==> config.mk <==
export PLATFORM = sky130hd
export DESIGN_NAME = combo_code_driver
export DESIGN_NICKNAME = d
export VERILOG_FILES = /design/src/rtl/combo_code_driver.sv
export SDC_FILE = /design/constraint.sdc
export NUM_CORES = 1
export LEC_CHECK = 0
export BUFFER_PORTS_ARGS = -buffer_cell sky130_fd_sc_hd__buf_2
export CAP_MARGIN = 20
export CORE_MARGIN = 2
export CORE_UTILIZATION = 50
export CTS_BUF_LIST = sky130_fd_sc_hd__clkbuf_8
export DETAILED_ROUTE_END_ITERATION = 10
export HOLD_SLACK_MARGIN = 0.15
export MAX_ROUTING_LAYER = met4
export PLACE_DENSITY = 0.69
export SLEW_MARGIN = 20
export SYNTH_ARGS = -nofsm -noshare
export SYNTH_HDL_FRONTEND = slang
export SYNTH_SLANG_ARGS = --single-unit
==> constraint.sdc <==
create_clock -name CLK -period 4.7 [get_ports CLK]
set_input_delay 0.235 -clock CLK [delete_from_list [all_inputs] [get_ports CLK]]
set_output_delay 0.235 -clock CLK [all_outputs]
set_load 0.02 [all_outputs]
==> src/rtl/combo_code_driver.sv <==
// Combination-lock initiator: holds a DIGITS-long code, plays it into a lock
// digit by digit after a clear pulse, then reports whether the lock opened.
module combo_code_driver #(
    parameter int          DIGITS    = 4,
    parameter int          HOLD      = 4,
    parameter int          GAP       = 2,
    parameter logic [3:0]  IDLE_CODE = 4'h0,
    parameter int          TIMEOUT   = 16
) (
    input  logic       CLK,
    input  logic       RST,
    input  logic       load,
    input  logic [3:0] load_digit,
    input  logic       start,
    input  logic       lock_open,
    output logic [3:0] code_out,
    output logic       lock_clr,
    output logic       busy,
    output logic       pass,
    output logic       fail
);

    localparam int MAXHG = (HOLD > GAP) ? HOLD : GAP;
    localparam int MAXC  = (MAXHG > TIMEOUT) ? MAXHG : TIMEOUT;
    localparam int CW    = $clog2(MAXC + 1);
    localparam int IW    = $clog2(DIGITS + 1);

    typedef enum logic [2:0] {
        S_IDLE,
        S_CLEAR,
        S_DRIVE,
        S_GAP,
        S_WAIT,
        S_DONE
    } state_e;

    state_e                 state_q, state_d;
    logic [CW-1:0]          cnt_q, cnt_d;
    logic [IW-1:0]          idx_q, idx_d;
    logic [DIGITS-1:0][3:0] store_q, store_d;
    logic [3:0]             code_q, code_d, sel_digit;
    logic                   clr_q, clr_d;
    logic                   busy_q, busy_d;
    logic                   pass_q, pass_d;
    logic                   fail_q, fail_d;

    // Newest digit enters at the tail so position 0 holds the oldest of the last DIGITS loads.
    always_comb begin
        store_d = store_q;
        if (state_q == S_IDLE && load) begin
            for (int i = 0; i < DIGITS - 1; i++) begin
                store_d[i] = store_q[i+1];
            end
            store_d[DIGITS-1] = load_digit;
        end
    end

    always_comb begin
        state_d = state_q;
        cnt_d   = cnt_q;
        idx_d   = idx_q;
        pass_d  = 1'b0;
        fail_d  = 1'b0;
        case (state_q)
            S_IDLE: begin
                cnt_d = '0;
                idx_d = '0;
                if (start) state_d = S_CLEAR;
            end
            S_CLEAR: begin
                state_d = S_DRIVE;
                cnt_d   = '0;
                idx_d   = '0;
            end
            S_DRIVE: begin
                if (int'(cnt_q) == HOLD - 1) begin
                    cnt_d = '0;
                    if (int'(idx_q) == DIGITS - 1) begin
                        state_d = S_WAIT;
                    end else if (GAP == 0) begin
                        idx_d = idx_q + IW'(1);
                    end else begin
                        state_d = S_GAP;
                    end
                end else begin
                    cnt_d = cnt_q + CW'(1);
                end
            end
            S_GAP: begin
                if (int'(cnt_q) == GAP - 1) begin
                    state_d = S_DRIVE;
                    cnt_d   = '0;
                    idx_d   = idx_q + IW'(1);
                end else begin
                    cnt_d = cnt_q + CW'(1);
                end
            end
            S_WAIT: begin
                if (lock_open) begin
                    state_d = S_DONE;
                    cnt_d   = '0;
                    pass_d  = 1'b1;
                end else if (int'(cnt_q) == TIMEOUT - 1) begin
                    state_d = S_DONE;
                    cnt_d   = '0;
                    fail_d  = 1'b1;
                end else begin
                    cnt_d = cnt_q + CW'(1);
                end
            end
            S_DONE: begin
                state_d = S_IDLE;
                cnt_d   = '0;
            end
            default: state_d = S_IDLE;
        endcase
    end

    // Outputs are decoded from next state so they line up with the registered state.
    always_comb begin
        sel_digit = IDLE_CODE;
        for (int i = 0; i < DIGITS; i++) begin
            if (int'(idx_d) == i) sel_digit = store_q[i];
        end
        code_d = (state_d == S_DRIVE) ? sel_digit : IDLE_CODE;
        clr_d  = (state_d == S_CLEAR);
        busy_d = (state_d != S_IDLE);
    end

    always_ff @(posedge CLK or negedge RST) begin
        if (!RST) begin
            state_q <= S_IDLE;
            cnt_q   <= '0;
            idx_q   <= '0;
            store_q <= {DIGITS{IDLE_CODE}};
            code_q  <= IDLE_CODE;
            clr_q   <= 1'b0;
            busy_q  <= 1'b0;
            pass_q  <= 1'b0;
            fail_q  <= 1'b0;
        end else begin
            state_q <= state_d;
            cnt_q   <= cnt_d;
            idx_q   <= idx_d;
            store_q <= store_d;
            code_q  <= code_d;
            clr_q   <= clr_d;
            busy_q  <= busy_d;
            pass_q  <= pass_d;
            fail_q  <= fail_d;
        end
    end

    assign code_out = code_q;
    assign lock_clr = clr_q;
    assign busy     = busy_q;
    assign pass     = pass_q;
    assign fail     = fail_q;

endmodule
==> results by stage <==
Status:
- The run finished with clean final reports.

Yosys:
- After synthesis the netlist holds a flip-flop and latch count of 35.
- The net count after synthesis is about 180.
- In the synthesized netlist the dominant register cell turns out to be sky130_fd_sc_hd__dfrtp_1.
- The cell count after synthesis is about 160.
- In this run, synthesis inferred 0 flip-flops with an integrated enable.
- The number of different library cells used by synthesis comes to 44.
- The mapped netlist covers 1810 um2.
- The average cell area after synthesis is 11.2 um2.
- In the synthesized netlist the async set-or-reset flop fraction comes to 1.00.
- The Yosys warning count is 0.
- For this run, the register share of the synthesized area comes to 0.484.

Timing:
- Measured against its own limit, the worst slew margin works out to 0.496.
- The slew at the pin closest to its max-slew limit is 756 ps.
- The shortest clock period the worst path allows after layout is 2250 ps.
- Dividing the final minimum period by the clock period gives 0.478.
- The hold violation count in the final report is 0.
- The number of endpoints failing setup at the final stage is 0.
- The final setup skew is 5.52 ps.
- The worst path meets setup with 2450 ps of slack.
- The final number of max-transition violations is 0.
- Setup repair after global routing left no endpoint under its margin.
- After routing, the total negative slack on setup checks comes to 0 ps.
- Final hold analysis gives a worst-case slack of 185 ps.
- Static timing analysis puts the maximum clock frequency at roughly 450 MHz.

Setup path:
- The largest stage delay on the critical path is 500 ps.
- The critical path in this run is classified as register to register.
- The startpoint kind of the worst setup timing path is a register.
- The largest individual stage delay along the critical path comes from the cell sky130_fd_sc_hd__a311oi_2.
- The cell family with the largest share of critical-path delay is compound AO/OA/AOI/OAI gates.
- The buffers plus inverters on the worst setup path is 2.
- Data arrives at the worst endpoint at 2370 ps.
- Along the worst path, the maximum fanout reaches 7.
- The worst setup path is captured at a register.
- Walking the worst path, the cells encountered are inv_1 > ha_1 > nor4b_4 > a21oi_1 > a311oi_2 > inv_2 > nor4_1 > a211oi_1.
- At the worst endpoint, the required time is 4830 ps.

Finish:
- Measured on the finished design, the core utilization comes to 0.583.
- The count of inserted antenna diode cells is 0.
- The signed area change from the synthesized netlist to the final layout is 10.2%.
- The top cell types in the final layout, fill and taps aside, are sky130_fd_sc_hd__dfrtp_1, sky130_fd_sc_hd__mux2_2, sky130_fd_sc_hd__buf_2, sky130_fd_sc_hd__nor2_1.
- At the end of the flow, the number of nets in the layout was roughly 190.
- Of the cells placed in the final design, the portion with a size suffix greater than 1 is 0.260.
- The total non-filler cell area in the finished layout is approximately 2000 um2.
- The non-filler instance count after layout is 223.
- The library cell used most frequently in the layout, excluding fill and tap cells, is sky130_fd_sc_hd__dfrtp_1.

Global routing:
- The number of global-route vias before repair is 1224.
- In the global route stage, met3 resource usage came out at 0.0599.
- The first global-routing pass estimated about 5.7 mm of wire.
- The number of antenna violations at the first check in global routing was 0.
- For this run, global-route usage on met2 was measured as 0.298.
- The most used routing layer is met2.
- The met1 track utilization from global routing is 0.225.
- The maximum number of pins on one net before global-route repair is 36.
- Across every metal layer, demand over resource in global routing totals 0.188.
- Summed over all layers, the global routing overflow is 0.

Pwr:
- The internal power is 0.739 mW.
- The maximum vdd ir drop is ~0.00032 V.
- The combinational fraction of design power is 0.391.
- The leakage dissipation is slightly below 1 nW.
- The switching share of power is 0.382.
- The power per unit of standard cell area is 601 nW/um2.
- The total power is 1.20 mW.
- The share of total power dissipated in the clock network is 0.167.
- The share of power burned in registers is 0.442.
- For this design the total switching power over the nets is 0.457 mW.

Placed design:
- The half-perimeter wire length after placement is 2.27 mm.
- Counting tap cells, the placed design contains a total of 214 instances.
- The congestion estimate from routability-driven global placement came to 0.768.
- Once placement finished, the instance area stood at around 1900 um2.
- Port buffering added 16 buffers.
- At the placement stage, the worst setup path has a slack of 2470 ps.

Clock network:
- The TritonCTS clock tree is done.
- Counting along the longest clock path gives a buffer depth of 2.
- In this run the clock root is driven by a sky130_fd_sc_hd__clkbuf_8.
- The number of clock buffers added by TritonCTS is 5.
- The clock transition time at the flip-flop clock pins of the worst setup and hold paths is roughly 70 ps.
- At the later pin of the worst-skew pair, clock insertion delay measures 280 ps.
- CTS saw 35 sinks.
- Once the clock tree was built, the resizer swapped 0 gates to a different size.
- The H-tree was split into 2 levels.

Die:
- In this run the vertical extent of the chip is 64.1 um.
- The die width is 64.1 um.
- The area of the die is 4110 um2.
- The effective utilization at floorplan is 0.529.
- The area of the core region is 3420 um2.
- The floorplan has 21 rows.
- In this run the count of I/O pins placed on the die edge is 17.

Routing:
- The per-cell via count in the routed design is 5.65.
- The number of DRC markers after the initial detailed-route iteration is 97.
- The per-cell routed wire length is around 15 um.
- The count of TritonRoute iterations in the first routing pass is 4.
- The total via count in the routed design is 1261.
- The overall routed net length is 3.26 mm.
- The total DRC errors in the routed layout is 0.
- The number of nets with antenna violations after detailed routing is 0.

Job:
- Across the run, the number of max-cap violations was 0.

Min path:
- The min-delay analysis places its worst path in the category input pin to register.
-- metal layers --
metal / part of all wire / wire, um
met1: 0.46 / 1500
met2: 0.50 / 1620
met3: 0.036 / 116
met4: 0.0083 / 27
met5: 0 / 0
-- worst register-to-register path, cell delays in order, from the launching register on --
cell and delay [ps]:
sky130_fd_sc_hd__dfrtp_1 420, sky130_fd_sc_hd__inv_1 70, sky130_fd_sc_hd__ha_1 150, sky130_fd_sc_hd__nor4b_4 340
sky130_fd_sc_hd__a21oi_1 150, sky130_fd_sc_hd__a311oi_2 500, sky130_fd_sc_hd__inv_2 130, sky130_fd_sc_hd__nor4_1 270
sky130_fd_sc_hd__a211oi_1 70
-- power by group through the flow --
| stage | Sequential, mW | Combinational, mW | Clock [mW] |
|---|---|---|---|
| after detailed placement | 0.531 | 0.470 | 0 |
| final | 0.529 | 0.468 | 0.199 |
| after floorplan | 0.492 | 0.405 | 0 |
| after CTS | 0.527 | 0.474 | 0.209 |
| after global placement | 0.525 | 0.455 | 0 |
| after global routing | 0.546 | 0.522 | 0.225 |
-- final cells by class --
| type | count | area, um2 |
|---|---|---|
| repair buffers | 18 | 97.6 |
| clock buffers | 5 | 68.8 |
| fillers | 298 | 1420 |
| multi-input cells | 108 | 850 |
| well taps | 46 | 57.6 |
| clock inverters | 3 | 12.5 |
| inverters | 8 | 30.0 |
| flip-flops and latches | 35 | 876 |
-- cells by family after synthesis --
group	count (synthesis)	synth area share
multiplexers	22	0.133
buffers and inverters	18	0.0457
flip-flops	35	0.484
AND/OR/NAND/NOR	49	0.163
adder cells (fa/ha/maj)	6	0.0415
AO/OA/AOI/OAI	31	0.133
-- sequential cells by signal (all words and copies together) (netlist names), 3 cells and up --
name      flops
idx_q         3
code_out      4
cnt_q         5
state_q       3
store_q      16
-- cell usage after synthesis, drive strengths merged (2+ instances only) --
cell / number / share of area
and2: 4 / 0.014
a21oi: 7 / 0.019
mux2: 16 / 0.10
ha: 6 / 0.042
dfrtp: 35 / 0.48
nor2: 10 / 0.021
clkbuf: 4 / 0.0083
a21o: 3 / 0.012
nand3: 2 / 0.0055
nor3: 3 / 0.0083
o211ai: 4 / 0.017
a211oi: 6 / 0.028
buf: 6 / 0.021
nor4b: 5 / 0.036
inv: 8 / 0.017
o31ai: 2 / 0.0083
nand2: 9 / 0.019
nand2b: 3 / 0.010
nor2b: 2 / 0.0069
mux2i: 6 / 0.033
nor4: 4 / 0.014
-- repair_timing --
action                                 in CTS  in global routing
hold buffers                                1                  0
buffers inserted                            0                  0
endpoints found under the hold margin      35                  0
-- final timing paths --
check                                        from                 endpoint  slack [ps]  cells after the start
max in group asynchronous                     RST     cnt_q[4]$_DFFE_PN0P_        3650                      2
hold reg to reg            store_q[1]$_DFFE_PN0P_   store_q[1]$_DFFE_PN0P_         510                      1
hold / removal                      load_digit[0]  store_q[12]$_DFFE_PN0P_         190                      2
setup reg to reg             cnt_q[1]$_DFFE_PN0P_    code_out[2]$_DFF_PN0_        2450                      8
min in group asynchronous                     RST     cnt_q[2]$_DFFE_PN0P_         560                      2
setup / recovery             cnt_q[1]$_DFFE_PN0P_    code_out[2]$_DFF_PN0_        2450                      8
Note: power is estimated with default switching activity, not from simulation.
